===== config.mk =====
export PLATFORM = sky130hd
export DESIGN_NAME = dm_arbiter
export DESIGN_NICKNAME = d
export VERILOG_FILES = /design/src/rtl/cpu_pkg.sv /design/src/rtl/dm_arbiter_picker.sv /design/src/rtl/dm_arbiter.sv
export SDC_FILE = /design/constraint.sdc
export NUM_CORES = 1
export LEC_CHECK = 0
export BUFFER_PORTS_ARGS = -buffer_cell sky130_fd_sc_hd__buf_4
export CORE_AREA = 2 2 156 158
export CTS_CLUSTER_DIAMETER = 30
export DETAILED_ROUTE_END_ITERATION = 7
export DIE_AREA = 0 0 158 160
export GPL_ROUTABILITY_DRIVEN = 0
export GPL_TIMING_DRIVEN = 1
export SLEW_MARGIN = 20
export SYNTH_ARGS = -nofsm -noshare
export SYNTH_HDL_FRONTEND = slang
export SYNTH_SLANG_ARGS = --single-unit

===== constraint.sdc =====
create_clock -name clk -period 4.6 [get_ports clk]
set_input_delay 0.46 -clock clk [delete_from_list [all_inputs] [get_ports clk]]
set_output_delay 0.46 -clock clk [all_outputs]
set_load 0.02 [all_outputs]

===== src/rtl/cpu_pkg.sv =====
// Shared definitions for the cpu top level: arbiter FSM encoding, default
// bus widths and the index-width helper used by the arbiters.
package cpu_pkg;

    typedef enum logic [1:0] {
        IDLE  = 2'd0,
        ISSUE = 2'd1,
        RESP  = 2'd2
    } arb_state_t;

    localparam int DEFAULT_ADDR_WIDTH = 32;
    localparam int DEFAULT_DATA_WIDTH = 32;
    localparam int MAX_CORES          = 8;

    // Never returns 0, so a 1-core build still gets a 1-bit index.
    function automatic int index_width(input int n);
        int w;
        w = 1;
        while ((1 << w) < n) begin
            w++;
        end
        return w;
    endfunction

endpackage


===== src/rtl/dm_arbiter_picker.sv =====
// Combinational round-robin picker: searches the request vector starting
// just after the previous winner and returns a one-hot grant and its index.
module round_robin_picker
    import cpu_pkg::*;
#(
    parameter int cores     = 4,
    parameter int idx_width = index_width(cores)
) (
    input  logic [cores-1:0]     req,
    input  logic [idx_width-1:0] last,
    output logic [cores-1:0]     grant,
    output logic [idx_width-1:0] winner
);

    // Offsets 1..cores visit every core once, ending on 'last' itself, so a
    // lone requester that just won can still win again.
    always_comb begin
        int                   cand_int;
        logic [idx_width-1:0] cand;
        logic                 found;
        grant    = '0;
        winner   = '0;
        found    = 1'b0;
        cand_int = 0;
        cand     = '0;
        for (int k = 1; k <= cores; k++) begin
            cand_int = (int'(last) + k) % cores;
            cand     = idx_width'(cand_int);
            if (!found && req[cand]) begin
                found       = 1'b1;
                grant[cand] = 1'b1;
                winner      = cand;
            end
        end
    end

endmodule


===== src/rtl/dm_arbiter.sv =====
// Shared data-memory arbiter: one transaction at a time, round-robin among
// the cores, fixed three-cycle request-to-ack latency.
module dm_arbiter
    import cpu_pkg::*;
#(
    parameter int cores      = 4,
    parameter int addr_width = DEFAULT_ADDR_WIDTH,
    parameter int data_width = DEFAULT_DATA_WIDTH
) (
    input  logic                        clk,
    input  logic                        reset,
    input  logic [cores-1:0]            req,
    input  logic [cores-1:0]            we,
    input  logic [cores*addr_width-1:0] addr,
    input  logic [cores*data_width-1:0] wdata,
    output logic [cores-1:0]            ack,
    output logic [data_width-1:0]       rdata,
    output logic                        mem_en,
    output logic                        mem_we,
    output logic [addr_width-1:0]       mem_addr,
    output logic [data_width-1:0]       mem_wdata,
    input  logic [data_width-1:0]       mem_rdata
);

    localparam int idx_width = index_width(cores);
    localparam logic [idx_width-1:0] last_init = idx_width'(cores - 1);

    arb_state_t state;
    arb_state_t state_next;

    logic [idx_width-1:0]  last;
    logic [idx_width-1:0]  pick_idx;
    logic [cores-1:0]      pick_grant;
    logic                  req_any;

    logic [idx_width-1:0]  winner_hold;
    logic                  we_hold;
    logic [addr_width-1:0] addr_hold;
    logic [data_width-1:0] wdata_hold;

    logic                  we_sel;
    logic [addr_width-1:0] addr_sel;
    logic [data_width-1:0] wdata_sel;

    assign req_any = |req;

    round_robin_picker #(
        .cores     (cores),
        .idx_width (idx_width)
    ) u_picker (
        .req    (req),
        .last   (last),
        .grant  (pick_grant),
        .winner (pick_idx)
    );

    // The grant is one-hot, so an AND-OR mux selects the winner's fields.
    always_comb begin
        we_sel    = 1'b0;
        addr_sel  = '0;
        wdata_sel = '0;
        for (int i = 0; i < cores; i++) begin
            if (pick_grant[i]) begin
                we_sel    = we_sel | we[i];
                addr_sel  = addr_sel | addr[i*addr_width +: addr_width];
                wdata_sel = wdata_sel | wdata[i*data_width +: data_width];
            end
        end
    end

    always_ff @(posedge clk) begin
        if (reset) begin
            state       <= IDLE;
            last        <= last_init;
            winner_hold <= '0;
            we_hold     <= 1'b0;
            addr_hold   <= '0;
            wdata_hold  <= '0;
        end else begin
            state <= state_next;
            if (state == IDLE && req_any) begin
                winner_hold <= pick_idx;
                we_hold     <= we_sel;
                addr_hold   <= addr_sel;
                wdata_hold  <= wdata_sel;
            end
            if (state == ISSUE) begin
                last <= winner_hold;
            end
        end
    end

    // Strobes are also gated by reset so an aborted store never reaches memory.
    always_comb begin
        state_next = state;
        mem_en     = 1'b0;
        mem_we     = 1'b0;
        ack        = '0;
        rdata      = '0;
        case (state)
            IDLE: begin
                if (req_any) begin
                    state_next = ISSUE;
                end
            end
            ISSUE: begin
                mem_en     = 1'b1;
                mem_we     = we_hold;
                state_next = RESP;
            end
            RESP: begin
                ack[winner_hold] = 1'b1;
                if (!we_hold) begin
                    rdata = mem_rdata;
                end
                state_next = IDLE;
            end
            default: begin
                state_next = IDLE;
            end
        endcase
        if (reset) begin
            state_next = IDLE;
            mem_en     = 1'b0;
            mem_we     = 1'b0;
            ack        = '0;
            rdata      = '0;
        end
    end

    assign mem_addr  = addr_hold;
    assign mem_wdata = wdata_hold;

    ack_onehot: assert property (@(posedge clk) disable iff (reset) $onehot0(ack));

endmodule


==> qor.yml <==
run_status:
  status: "completed"
setup_path:
  cp-start-kind: "flip-flop"
  max_stage_delay_ps: 740
  timing.critical_path.fanout_max: 34
  worstSetupPathType: "flip-flop to flip-flop"
  crit_path_cell_trace: "inv_1, ha_1, mux4_2, nor3_1, a221o_2, buf_12, a222oi_1, a311oi_1"
  cp.required_ps: 4840
  critical-path-top-delay-family: "compound AO/OA/AOI/OAI gates"
  cp_slowest_cell: "a221o_2"
  crit_path_end_kind: "flip-flop"
  cp.arrival_ps: 4220
  crit_buf_inv: 2
yosys:
  synth_edf_count: 0
  ys_top_cells_by_count: "76 x nand2_1, 73 x nor2_1, 71 x dfxtp_1"
  ys_seq_area_frac: 0.335
  yosysTopAreaCellShare: 0.335
  ys_warn_count: 0
  synth.distinct_cells: 33
  synthFlopType: "dfxtp_1"
  synth.cell_area_sq_um: 4250
  async_flop_share: 0
  yosysTopAreaCell: "dfxtp_1"
  synth-seq-cells: 71
  syn_avg_cell_area_sq_um: 8.43
  netlist_top_cells_area: "dfxtp_1 33%, a222oi_1 15%, a311oi_1 14%, nand2_1 6.7%, nor2_1 6.4%"
  syn_inst: 504
  syn_nets: 810
  synth_most_common_cell: "nand2_1"
grt:
  overflow: 0
  grt_usage: 0.156
  grt_pass1_wl_microns: 30700
  grt_pass1_vias: 5579
  grt_max_degree: 79
  antenna_found_initial: 0
floorplanning:
  placementRows: 57
  core_area_sq_um: 23800
  io_pins: 400
  initial_core_util: 0.178
  die_w_microns: 158
  die_height_microns: 160
  floorplan.die_area_sq_um: 25300
final_layout:
  diodes: 0
  finalNetCount: 1172
  drive_gt1_frac: 0.501
  design_area_sq_um: 7760
  syn2layout_area_growth_pct: 82.6
placed_design:
  port_buffers: 399
  placed_area_sq_um: 7440
  hpwlAfterDp_microns: 15900
routing:
  vias: 5674
  first_pass_iters: 8
  wl_per_cell_microns: 17.5
  drtIter0Drc: 595
  final_antenna_net_count: 0
  wl_microns: 20900
  drc: 0
  via_per_inst: 4.75
clock_network:
  cts_resized: 0
  clk_pin_slew_worst_paths_ps: 70
  cts_buffers: 9
  hold_buffers: 0
  clock_latency_ps: 340
  h-tree-depth: 3
  postCtsSetupRepairBufs: 0
  cts_sinks: 71
  cts_tree: "yes"
  cts-root-buf: "clkbuf_16"
  clock_path_buffers: 2
min_path:
  hp-class: "primary input to flip-flop"
sta:
  relSlewSlack: 0.423
  finalCriticalPeriod_ps: 3980
  finalClockSkew_ps: 10.0
  setup_viol: 0
  tns_ps: 0
  hold_viol_final: 0
  min_period_over_period: 0.866
  tightest_slew_ps: 865
  fmax_mhz: 251
  rsz0062_at_grt: "no"
  slew_viol_final: 0
run:
  drv_cap: 0
power_and_ir_drop:
  p_per_area_nw_per_um2: 357
  p_leak_uw: 0.00352
  p_total_uw: 2770
  ir_worst_vdd_v: 0.000119
==> worst paths after layout <==
check | endpoint | slack (ps) | from | cells after the start
setup / recovery | mem_addr[16] | 620 | last[0] | 8
hold / removal | mem_addr[19] | 390 | addr[83] | 3
setup reg to reg | mem_addr[16] | 620 | last[0] | 8
hold reg to reg | state[0] | 490 | state[1] | 1
==> worst register-to-register path, delay by kind of cell (launching register included) <==
family                   cells  cell delay [ps]
AO/OA/AOI/OAI                3             1200
adder cells (fa/ha/maj)      1              500
buffers and inverters        2              580
flip-flops                   1              690
multiplexers                 1              440
AND/OR/NAND/NOR              1              490
==> layout make-up <==
| cell class | instances | area (sq um) |
|---|---|---|
| clock buffer | 12 | 267 |
| clock inverter | 4 | 52.6 |
| fill | 2571 | 16100 |
| inverter | 4 | 15.0 |
| multi-input combinational | 371 | 2500 |
| sequential | 71 | 1420 |
| tap | 324 | 405 |
| timing repair buffer | 409 | 3100 |
==> per-layer routing <==
metal	track usage	up-vias	routed length [microns]
li1	-	2713	-
met1	0.185	2628	8190
met2	0.282	318	10700
met3	0.0320	15	1760
met4	0.0410	0	306
met5	0	-	0
==> per-stage QoR <==
stage               worst slack (ps)  hold slack, ps  instances   util
floorplan                       1360             431        504      -
global placement                 723             467       1179  0.312
detailed placement               607             481       1179  0.312
CTS                              582             366       1195  0.326
global route                     174             385       1195  0.326
finish                           617             394       1195  0.326
==> sequential cells by signal (all words and copies together) (netlist names) <==
name	cells
mem_addr	32
mem_wdata	32
last	2
state	2
winner_hold	2
we_hold	1
==> power breakdown <==
group	internal [uW]	leakage [uW]	switching [uW]
Sequential	730	0.000590	78.8
Clock	465	0.000147	284
Combinational	565	0.00278	645
==> cell usage in the layout (no fill, tap or decap), types with 2 or more instances in the layout <==
cell        instances
mux2_2              3
nor2_1             73
ha_1                8
o21ai_0             6
nor3b_1             3
nand2b_1            6
a311oi_1           66
clkbuf_8            3
a222oi_1           65
mux2i_1             3
dfxtp_1            71
o22ai_1             2
clkinvlp_4          3
inv_1               4
nor3_1              2
and2_1             33
a21oi_1             6
nand2_1            76
nor4_1              2
buf_12              2
a221o_2             4
clkbuf_16           9
mux4_2              2
buf_4             407
==> cell families (layout without fill, tap and decap cells) <==
group                      count (synthesis)  count (layout)  share of synthesized area
buffers and inverters                     62             429                     0.0789
muxes                                      9               9                     0.0283
AOI/OAI and AO/OA                        152             152                      0.322
DFF                                       71              71                      0.335
adders and majority gates                  8               8                     0.0236
and+or+nand+nor                          202             202                      0.213
No activity file was read; power rests on OpenSTA's default activity.
